File: src/rtl/uart_tx_frame.sv
// UART transmit framer: one-word holding register feeding a start/data/parity/stop
// serialiser that advances one bit per baud_tick; parity comes back from parity_gen.
module uart_tx_frame #(
    parameter int DATA_WIDTH = 8
) (
    input  logic                  clk,
    input  logic                  rst,
    input  logic [DATA_WIDTH-1:0] p_data,
    input  logic                  data_valid,
    output logic                  data_ready,
    input  logic                  par_en,
    input  logic                  baud_tick,
    output logic [DATA_WIDTH-1:0] par_data,
    input  logic                  par_bit,
    output logic                  tx_out,
    output logic                  busy
);

    localparam int CNT_W = (DATA_WIDTH > 1) ? $clog2(DATA_WIDTH) : 1;
    localparam logic [CNT_W-1:0] LAST_BIT = CNT_W'(DATA_WIDTH - 1);

    typedef enum logic [2:0] {
        IDLE,
        START,
        DATA,
        PARITY,
        STOP
    } state_t;

    state_t                state, state_nxt;

    logic [DATA_WIDTH-1:0] hold_data, hold_data_nxt;
    logic                  hold_par_en, hold_par_en_nxt;
    logic                  pending, pending_nxt;
    logic [DATA_WIDTH-1:0] shift_reg, shift_nxt;
    logic [CNT_W-1:0]      bit_cnt, bit_cnt_nxt;
    logic                  par_en_lat, par_en_lat_nxt;
    logic [DATA_WIDTH-1:0] par_data_reg, par_data_nxt;
    logic                  tx_reg, tx_nxt;
    logic                  accept;
    logic                  load;

    assign accept     = data_valid && !pending;
    assign data_ready = ~pending;
    assign busy       = (state != IDLE) || pending;
    assign tx_out     = tx_reg;
    assign par_data   = par_data_reg;

    always_ff @(posedge clk or negedge rst) begin
        if (!rst) begin
            state <= IDLE;
        end else begin
            state <= state_nxt;
        end
    end

    // Datapath registers; the line idles high and the pending word is dropped on reset.
    always_ff @(posedge clk or negedge rst) begin
        if (!rst) begin
            hold_data    <= '0;
            hold_par_en  <= 1'b0;
            pending      <= 1'b0;
            shift_reg    <= '0;
            bit_cnt      <= '0;
            par_en_lat   <= 1'b0;
            par_data_reg <= '0;
            tx_reg       <= 1'b1;
        end else begin
            hold_data    <= hold_data_nxt;
            hold_par_en  <= hold_par_en_nxt;
            pending      <= pending_nxt;
            shift_reg    <= shift_nxt;
            bit_cnt      <= bit_cnt_nxt;
            par_en_lat   <= par_en_lat_nxt;
            par_data_reg <= par_data_nxt;
            tx_reg       <= tx_nxt;
        end
    end

    always_comb begin
        state_nxt       = state;
        shift_nxt       = shift_reg;
        bit_cnt_nxt     = bit_cnt;
        par_en_lat_nxt  = par_en_lat;
        par_data_nxt    = par_data_reg;
        tx_nxt          = tx_reg;
        load            = 1'b0;

        case (state)
            IDLE: begin
                tx_nxt = 1'b1;
                if (baud_tick && pending) begin
                    load      = 1'b1;
                    tx_nxt    = 1'b0;
                    state_nxt = START;
                end
            end
            START: begin
                if (baud_tick) begin
                    tx_nxt      = shift_reg[0];
                    shift_nxt   = shift_reg >> 1;
                    bit_cnt_nxt = '0;
                    state_nxt   = DATA;
                end
            end
            DATA: begin
                if (baud_tick) begin
                    if (bit_cnt < LAST_BIT) begin
                        bit_cnt_nxt = bit_cnt + 1'b1;
                        tx_nxt      = shift_reg[0];
                        shift_nxt   = shift_reg >> 1;
                    end else if (par_en_lat) begin
                        tx_nxt    = par_bit;
                        state_nxt = PARITY;
                    end else begin
                        tx_nxt    = 1'b1;
                        state_nxt = STOP;
                    end
                end
            end
            PARITY: begin
                if (baud_tick) begin
                    tx_nxt    = 1'b1;
                    state_nxt = STOP;
                end
            end
            STOP: begin
                if (baud_tick) begin
                    if (pending) begin
                        // Back-to-back: the next start bit directly replaces the idle bit.
                        load      = 1'b1;
                        tx_nxt    = 1'b0;
                        state_nxt = START;
                    end else begin
                        tx_nxt    = 1'b1;
                        state_nxt = IDLE;
                    end
                end
            end
            default: begin
                tx_nxt    = 1'b1;
                state_nxt = IDLE;
            end
        endcase

        // par_data stays frozen for the whole frame so parity_gen's answer is settled by the parity slot.
        if (load) begin
            shift_nxt      = hold_data;
            par_data_nxt   = hold_data;
            par_en_lat_nxt = hold_par_en;
        end
    end

    // Holding stage; accept and load never coincide since one needs pending low, the other high.
    always_comb begin
        hold_data_nxt   = hold_data;
        hold_par_en_nxt = hold_par_en;
        pending_nxt     = pending;
        if (load) begin
            pending_nxt = 1'b0;
        end else if (accept) begin
            hold_data_nxt   = p_data;
            hold_par_en_nxt = par_en;
            pending_nxt     = 1'b1;
        end
    end

endmodule
File: config.mk
export PLATFORM = sky130hd
export DESIGN_NAME = uart_tx_frame
export DESIGN_NICKNAME = d
export VERILOG_FILES = /design/src/rtl/uart_tx_frame.sv
export SDC_FILE = /design/constraint.sdc
export NUM_CORES = 1
export LEC_CHECK = 0
export CAP_MARGIN = 0
export CORE_MARGIN = 3
export CORE_UTILIZATION = 49
export DETAILED_ROUTE_END_ITERATION = 10
export PLACE_DENSITY = 0.78
export SETUP_SLACK_MARGIN = 0.5
export SLEW_MARGIN = 25
export SYNTH_ARGS = -nofsm -noshare
export SYNTH_HDL_FRONTEND = slang
export SYNTH_SLANG_ARGS = --single-unit
export TNS_END_PERCENT = 1
File: constraint.sdc
create_clock -name clk -period 2.6 [get_ports clk]
set_input_delay 0.52 -clock clk [delete_from_list [all_inputs] [get_ports clk]]
set_output_delay 0.52 -clock clk [all_outputs]
set_load 0.02 [all_outputs]
==> summary.txt, run 1 <==
Outcome - complete, no violations
Tmin final - 2010 ps
Post-synthesis cell type count - 35
Total of max-cap violations - 0
Via-per-instance ratio - 5.28
Die height - 63.2 um
Setup TNS - 0 ps
First-pass GRT wire length - 5150 um
Slew margin rel. - 0.692
H-tree levels - 2
Post-DP HPWL - 2070 um
Routed length per instance - 14.5 um
Starting DRT DRC Count - 53
CTS tree - yes
Antenna violations before repair - 0
Max rail drop VDD - 579 uV
Buffers on Ports - 24
Avg Inst Size Synth - 12.9 um2
Power Density - 1220 mW/mm2
Hold Crit Start - par_data[7]
P&R area growth vs syn - 22.8%
Vias - 1051
Synth Cell Area - 0.00161 mm2
Setup crit end kind - output port
Full die area - 0.00400 mm2
Worst r2r src - state[0]
Clk sink count - 34
GR Layer Usage met3 - 0.0374
Initial Util - 0.522
Fin. max-slew vios - 0
Setup crit start - pending
Number of global-route vias before repair - 1148
Yosys Warn Count - 0
Worst-path clk slew - 100 ps
Die width - 63.2 um
Clock Latency Late Sink - 320 ps
Critical path arrival - 1490 ps
DRC viols - 0
Gr busiest metal - met2
GRT overflow - 0
Least-Margin Pin Slew - 460 ps
FF+latch count, synth - 34
Share of cells above drive strength 1 - 0.335
Total routed wirelength - 2880 um
CTS Buf Count - 5
CTS max path bufs - 2
Crit path max fanout - 6
Final ANT Viol Nets - 0
Hold Path Class - register to register
Setup CP Type - register to output port
Met1 Track Usage GR - 0.197
Clk Tree Root Cell - clkbuf_4
DP Worst Slack - 313 ps
Seq/Total Area, Yosys - 0.531
Worst Skew - 6.13 ps
RSZ-0062 raised after global routing - false
GRT met2 Usage - 0.282
Final WS setup - 587 ps
Critical Path Start Type - register
I/O Pins - 25
Final Hold Fails - 0
Diode count - 0
F_max - 497 MHz
Critical Path RT - 2080 ps
Pleak - 0.000865 uW
Final setup vio count - 0
Largest net degree at the start of global routing - 35
Mapped Cells - 124
Syn Nets - 139
Core Region - 0.00308 mm2
Nets@finish - 169
Overall routing resource usage - 0.163
Period utilization - 0.774
GP Congestion - 0.877
First-pass DRT Iterations - 4
# rows - 20
-- routing by layer --
layer | share of wire | routed length, um | vias to the layer above
met1 | 0.43 | 1240 | 517
met4 | 0.015 | 43 | 0
li1 | - | - | 500
met2 | 0.51 | 1480 | 27
met3 | 0.041 | 119 | 7
met5 | 0 | 0 | -
-- area by class of cell --
type / count / area (um2)
clock buffers: 6 / 51.3
flip-flops and latches: 34 / 857
repair buffers: 29 / 280
multi-input cells: 79 / 696
inverters: 5 / 18.8
clock inverters: 2 / 12.5
well taps: 44 / 55.1
fillers: 251 / 1110
-- kinds of logic (layout without fill, tap and decap cells) --
family,count (synthesis),in the layout,synth area share
flip-flops,34,34,0.531
multiplexers,31,31,0.229
AND/OR/NAND/NOR,28,28,0.115
AO/OA/AOI/OAI,18,18,0.0756
buffers and inverters,11,42,0.0359
adder cells (fa/ha/maj),1,1,0.00779
XOR/XNOR,1,1,0.00546
-- layout by cell type (no fill, tap or decap), drive strengths merged, types with 2 or more instances in the layout --
master         count
clkbuf             6
nand2             10
o21ai              7
inv                5
buf                5
dfrtp             33
nor2b              4
nand3              4
nand2b             3
mux2i              3
nor2               2
clkdlybuf4s50     23
mux2              28
nor3               2
o22ai              2
-- per-stage QoR --
stage	area (um2)	util	power (uW)	cells	hold slack [ps]
6_report	1970	0.640	2410	199	508
2_1_floorplan	1610	-	1760	124	224
3_3_place_gp	1880	0.612	2030	189	471
3_5_place_dp	1880	0.612	2090	189	490
4_1_cts	1970	0.639	2430	199	515
5_1_grt	1970	0.640	2580	199	543
-- Yosys cell counts --
library cell / number / area [um2]
buf_2: 4 / 20.0
nand2_1: 9 / 33.8
mux2_4: 6 / 90.1
o21ai_0: 6 / 30.0
inv_1: 5 / 18.8
ha_1: 1 / 12.5
nor2b_1: 4 / 25.0
nand2_4: 1 / 11.3
o21a_1: 1 / 7.51
a21o_1: 1 / 7.51
a31oi_1: 1 / 6.26
nand3_1: 3 / 15.0
buf_6: 1 / 11.3
dfrtp_1: 33 / 826
nor2_8: 1 / 20.0
a41oi_1: 1 / 8.76
nand3b_2: 1 / 11.3
a21oi_1: 1 / 5.00
xor2_1: 1 / 8.76
buf_4: 1 / 7.51
nor3_1: 2 / 10.0
o21ai_2: 1 / 8.76
nand3_4: 1 / 17.5
nand2b_1: 3 / 18.8
o22ai_1: 2 / 12.5
nor2_1: 1 / 3.75
o32ai_1: 1 / 8.76
mux2i_1: 3 / 30.0
nor3b_2: 1 / 12.5
a32o_1: 1 / 10.0
dfstp_2: 1 / 26.3
and3_1: 1 / 6.26
a211oi_1: 1 / 7.51
mux2_2: 22 / 248
a311oi_1: 1 / 8.76
-- worst max-delay path: stages, from the launching register on --
cell and delay [ps]:
dfrtp_2 470, inv_1 90, clkdlybuf4s50_1 600
-- power by group --
group | switching, uW | internal (uW)
clock network | 174 | 130
registers | 184 | 790
logic | 503 | 624
-- worst paths after layout --
kind                           endpoint  slack, ps  cells past startpoint
min                         par_data[7]        510                      2
max reg2reg                shift_reg[6]        880                      5
max                          data_ready        590                      2
max in group asynchronous        tx_out       1680                      2
min in group asynchronous      state[0]        590                      2
min reg2reg                 par_data[7]        510                      2
-- timing repair --
action	in CTS	in global routing
endpoints found under the setup margin	1	2
buffers inserted	2	0
hold buffers	0	0
resized for setup	3	2
endpoints found under the hold margin	0	0
Power figures use the tool's default switching activity.
==> run 2, diff against run 1 <==
Clock period 2.6 ns to 1.9 ns, I/O delays scaled along.
==> summary.txt, run 2 (synthesized netlist as in run 1, its figures left out) <==
Outcome - complete, no violations
Antenna violations before repair - 0 (unchanged)
Net Sw Frac - 0.368 (+0.0102)
Full die area - 0.00400 mm2 (unchanged)
GRT overflow - 0 (unchanged)
Vias - 1138 (+8.3%)
Final Instance Area - 0.00211 mm2 (+7.2%)
Overall routing resource usage - 0.189 (+0.0264)
GR Layer Usage met3 - 0.0570 (+0.0196)
Final ANT Viol Nets - 0 (unchanged)
Hold Path Class - input port to async pin
CP cell instances - buf_6 > nor2b_2 > o21ai_4 > nand2_8 > mux2_4
Fin. max-slew vios - 0 (unchanged)
Die height - 63.2 um (unchanged)
Starting DRT DRC Count - 32 (-40%)
Clock Latency Late Sink - 330 ps (about the same)
Critical Path RT - 2120 ps (+40 ps)
CTS tree - yes
Commonest non-fill, non-tap cell in the layout - dfrtp_1
Sw power - 1290 uW (+49%)
GP Congestion - 0.864 (-1.5%)
Nets@finish - 184 (+8.9%)
Slowest cell on crit path - dfrtp_2
Part of the power in the clock network - 0.114 (-0.012)
Cell family with most CP delay - flip-flops
Final setup vio count - 0 (unchanged)
Reg-to-Reg End - shift_reg[4]
Pleak - 0.000975 uW (+13%)
Worst Skew - 13.2 ps (+7.09 ps)
Critical Path Start Type - register
Number of global-route vias before repair - 1241 (+8.1%)
Power Density - 1650 mW/mm2 (+35%)
Period utilization - 0.801
Die width - 63.2 um (unchanged)
Gate power share - 0.506 (+0.037)
Crit path buffers/inverters - 1 (-1)
Tmin final - 1520 ps
Diode count - 0 (unchanged)
Most frequent cells in the layout - dfrtp_1, mux2_2, buf_4, clkdlybuf4s50_1
Filler instances - 232 (-7.6%)
Final Hold Fails - 0 (unchanged)
First-pass GRT wire length - 5860 um (+14%)
CTS Buf Count - 5 (unchanged)
CTS max path bufs - 2 (unchanged)
Worst r2r src - state[0]
Clk Tree Root Cell - clkbuf_4
R2R Setup Slk - 380 ps (-500 ps)
Largest net degree at the start of global routing - 35 (unchanged)
Core Region - 0.00308 mm2 (unchanged)
P&R area growth vs syn - 31.6%
I/O Pins - 25 (unchanged)
Share of cells above drive strength 1 - 0.446 (+0.111)
H-tree levels - 2 (unchanged)
Placed cell area - 0.00194 mm2 (+3.2%)
Total of max-cap violations - 0 (unchanged)
Gr busiest metal - met2
Initial Util - 0.522 (unchanged)
Slew margin rel. - 0.720 (+0.0281)
Setup CP Type - register to register
Post-DP HPWL - 2210 um (+6.5%)
Max rail drop VDD - 959 uV (+66%)
Worst Reg-to-Reg Cells - 5 (unchanged)
CP peak stage delay - 460 ps (-140 ps)
Post-layout util - 0.687 (+0.0463)
Routed length per instance - 15.5 um (+7.2%)
F_max - 657 MHz
Buffers on Ports - 24 (unchanged)
First-pass DRT Iterations - 4 (unchanged)
Met1 Track Usage GR - 0.222 (+0.0246)
Critical path arrival - 1740 ps (+250 ps)
GRT met2 Usage - 0.321 (+0.0395)
Via-per-instance ratio - 5.37 (+1.6%)
Cell-internal power - 2200 uW (+43%)
Flop pwr share - 0.380 (-0.025)
Setup crit end kind - register
RSZ-0062 raised after global routing - true
Total routed wirelength - 3290 um (+14%)
Worst-path clk slew - 110 ps (about the same)
DRC viols - 0 (unchanged)
# rows - 20 (unchanged)
Crit path max fanout - 7 (+1)
Least-Margin Pin Slew - 419 ps (-40.7 ps)
Clk sink count - 34 (unchanged)
[run 2: cell count changes in the layout (fill, tap and decap cells not counted), sizes merged]
cell and delta:
clkinvlp -1, buf +18, dlymetal6s2s -1, clkdlybuf4s50 -10, dlygate4sd2 +8, clkinv -1
[run 2: power by group through the flow]
| stage | Clock (uW) | Sequential [uW] | Combinational [uW] |
|---|---|---|---|
| final | 398 | 1330 | 1770 |
| after global routing | 444 | 1380 | 1920 |
| after CTS | 407 | 1330 | 1720 |
| after detailed placement | 0 | 1350 | 1610 |
| after global placement | 0 | 1330 | 1530 |
| after floorplan | 0 | 1370 | 1080 |
[run 2: worst reg2reg max path: cells and delay by family (launching register included)]
kind | cells | cell delay [ps]
simple gates | 2 | 290
flops | 1 | 460
mux | 1 | 300
compound gates | 1 | 210
buf+inv | 1 | 150
[run 2: worst max-delay path by stage]
stage / start / endpoint / slack (ps) / cells after the start
after floorplan: state[2] / shift_reg[1] / 480 / 5
after global placement: baud_tick / shift_reg[4] / 70 / 5
after detailed placement: baud_tick / shift_reg[4] / -3 / 5
after CTS: state[0] / busy / 380 / 3
after global routing: state[0] / shift_reg[1] / 340 / 5
final: state[0] / shift_reg[4] / 380 / 5
[run 2: final cells by class]
type                    count  area [um2]  area share
clock buffers               6        51.3      0.0243
inverters                   5        18.8     0.00888
multi-input cells          79         752       0.356
flip-flops and latches     34         857       0.406
well taps                  44        55.1      0.0261
repair buffers             44         379       0.179
[run 2: repair_timing]
| item | 4_1_cts | 5_1_grt |
|---|---|---|
| pin swaps | 3 | 0 |
| resized for setup | 34 | 3 |
| setup endpoints to repair | 27 | 38 |
| setup buffers | 9 | 2 |
| hold buffers | 0 | 0 |
[run 2: layer usage]
metal	routed length (um)	vias up
met5	0	-
met4	87	0
li1	-	524
met2	1680	30
met3	158	12
met1	1370	572
[run 2: through the flow]
| step | instances | hold slack, ps | setup TNS, ps | power (uW) | setup WS, ps |
|---|---|---|---|---|---|
| floorplan | 124 | 84.4 | 0 | 2450 | 482 |
| CTS | 210 | 453 | 0 | 3450 | 382 |
| global route | 212 | 487 | 0 | 3740 | 338 |
| finish | 212 | 446 | 0 | 3490 | 379 |
| global placement | 195 | 466 | 0 | 2860 | 72.0 |
| detailed placement | 195 | 486 | -4.06 | 2960 | -3.42 |
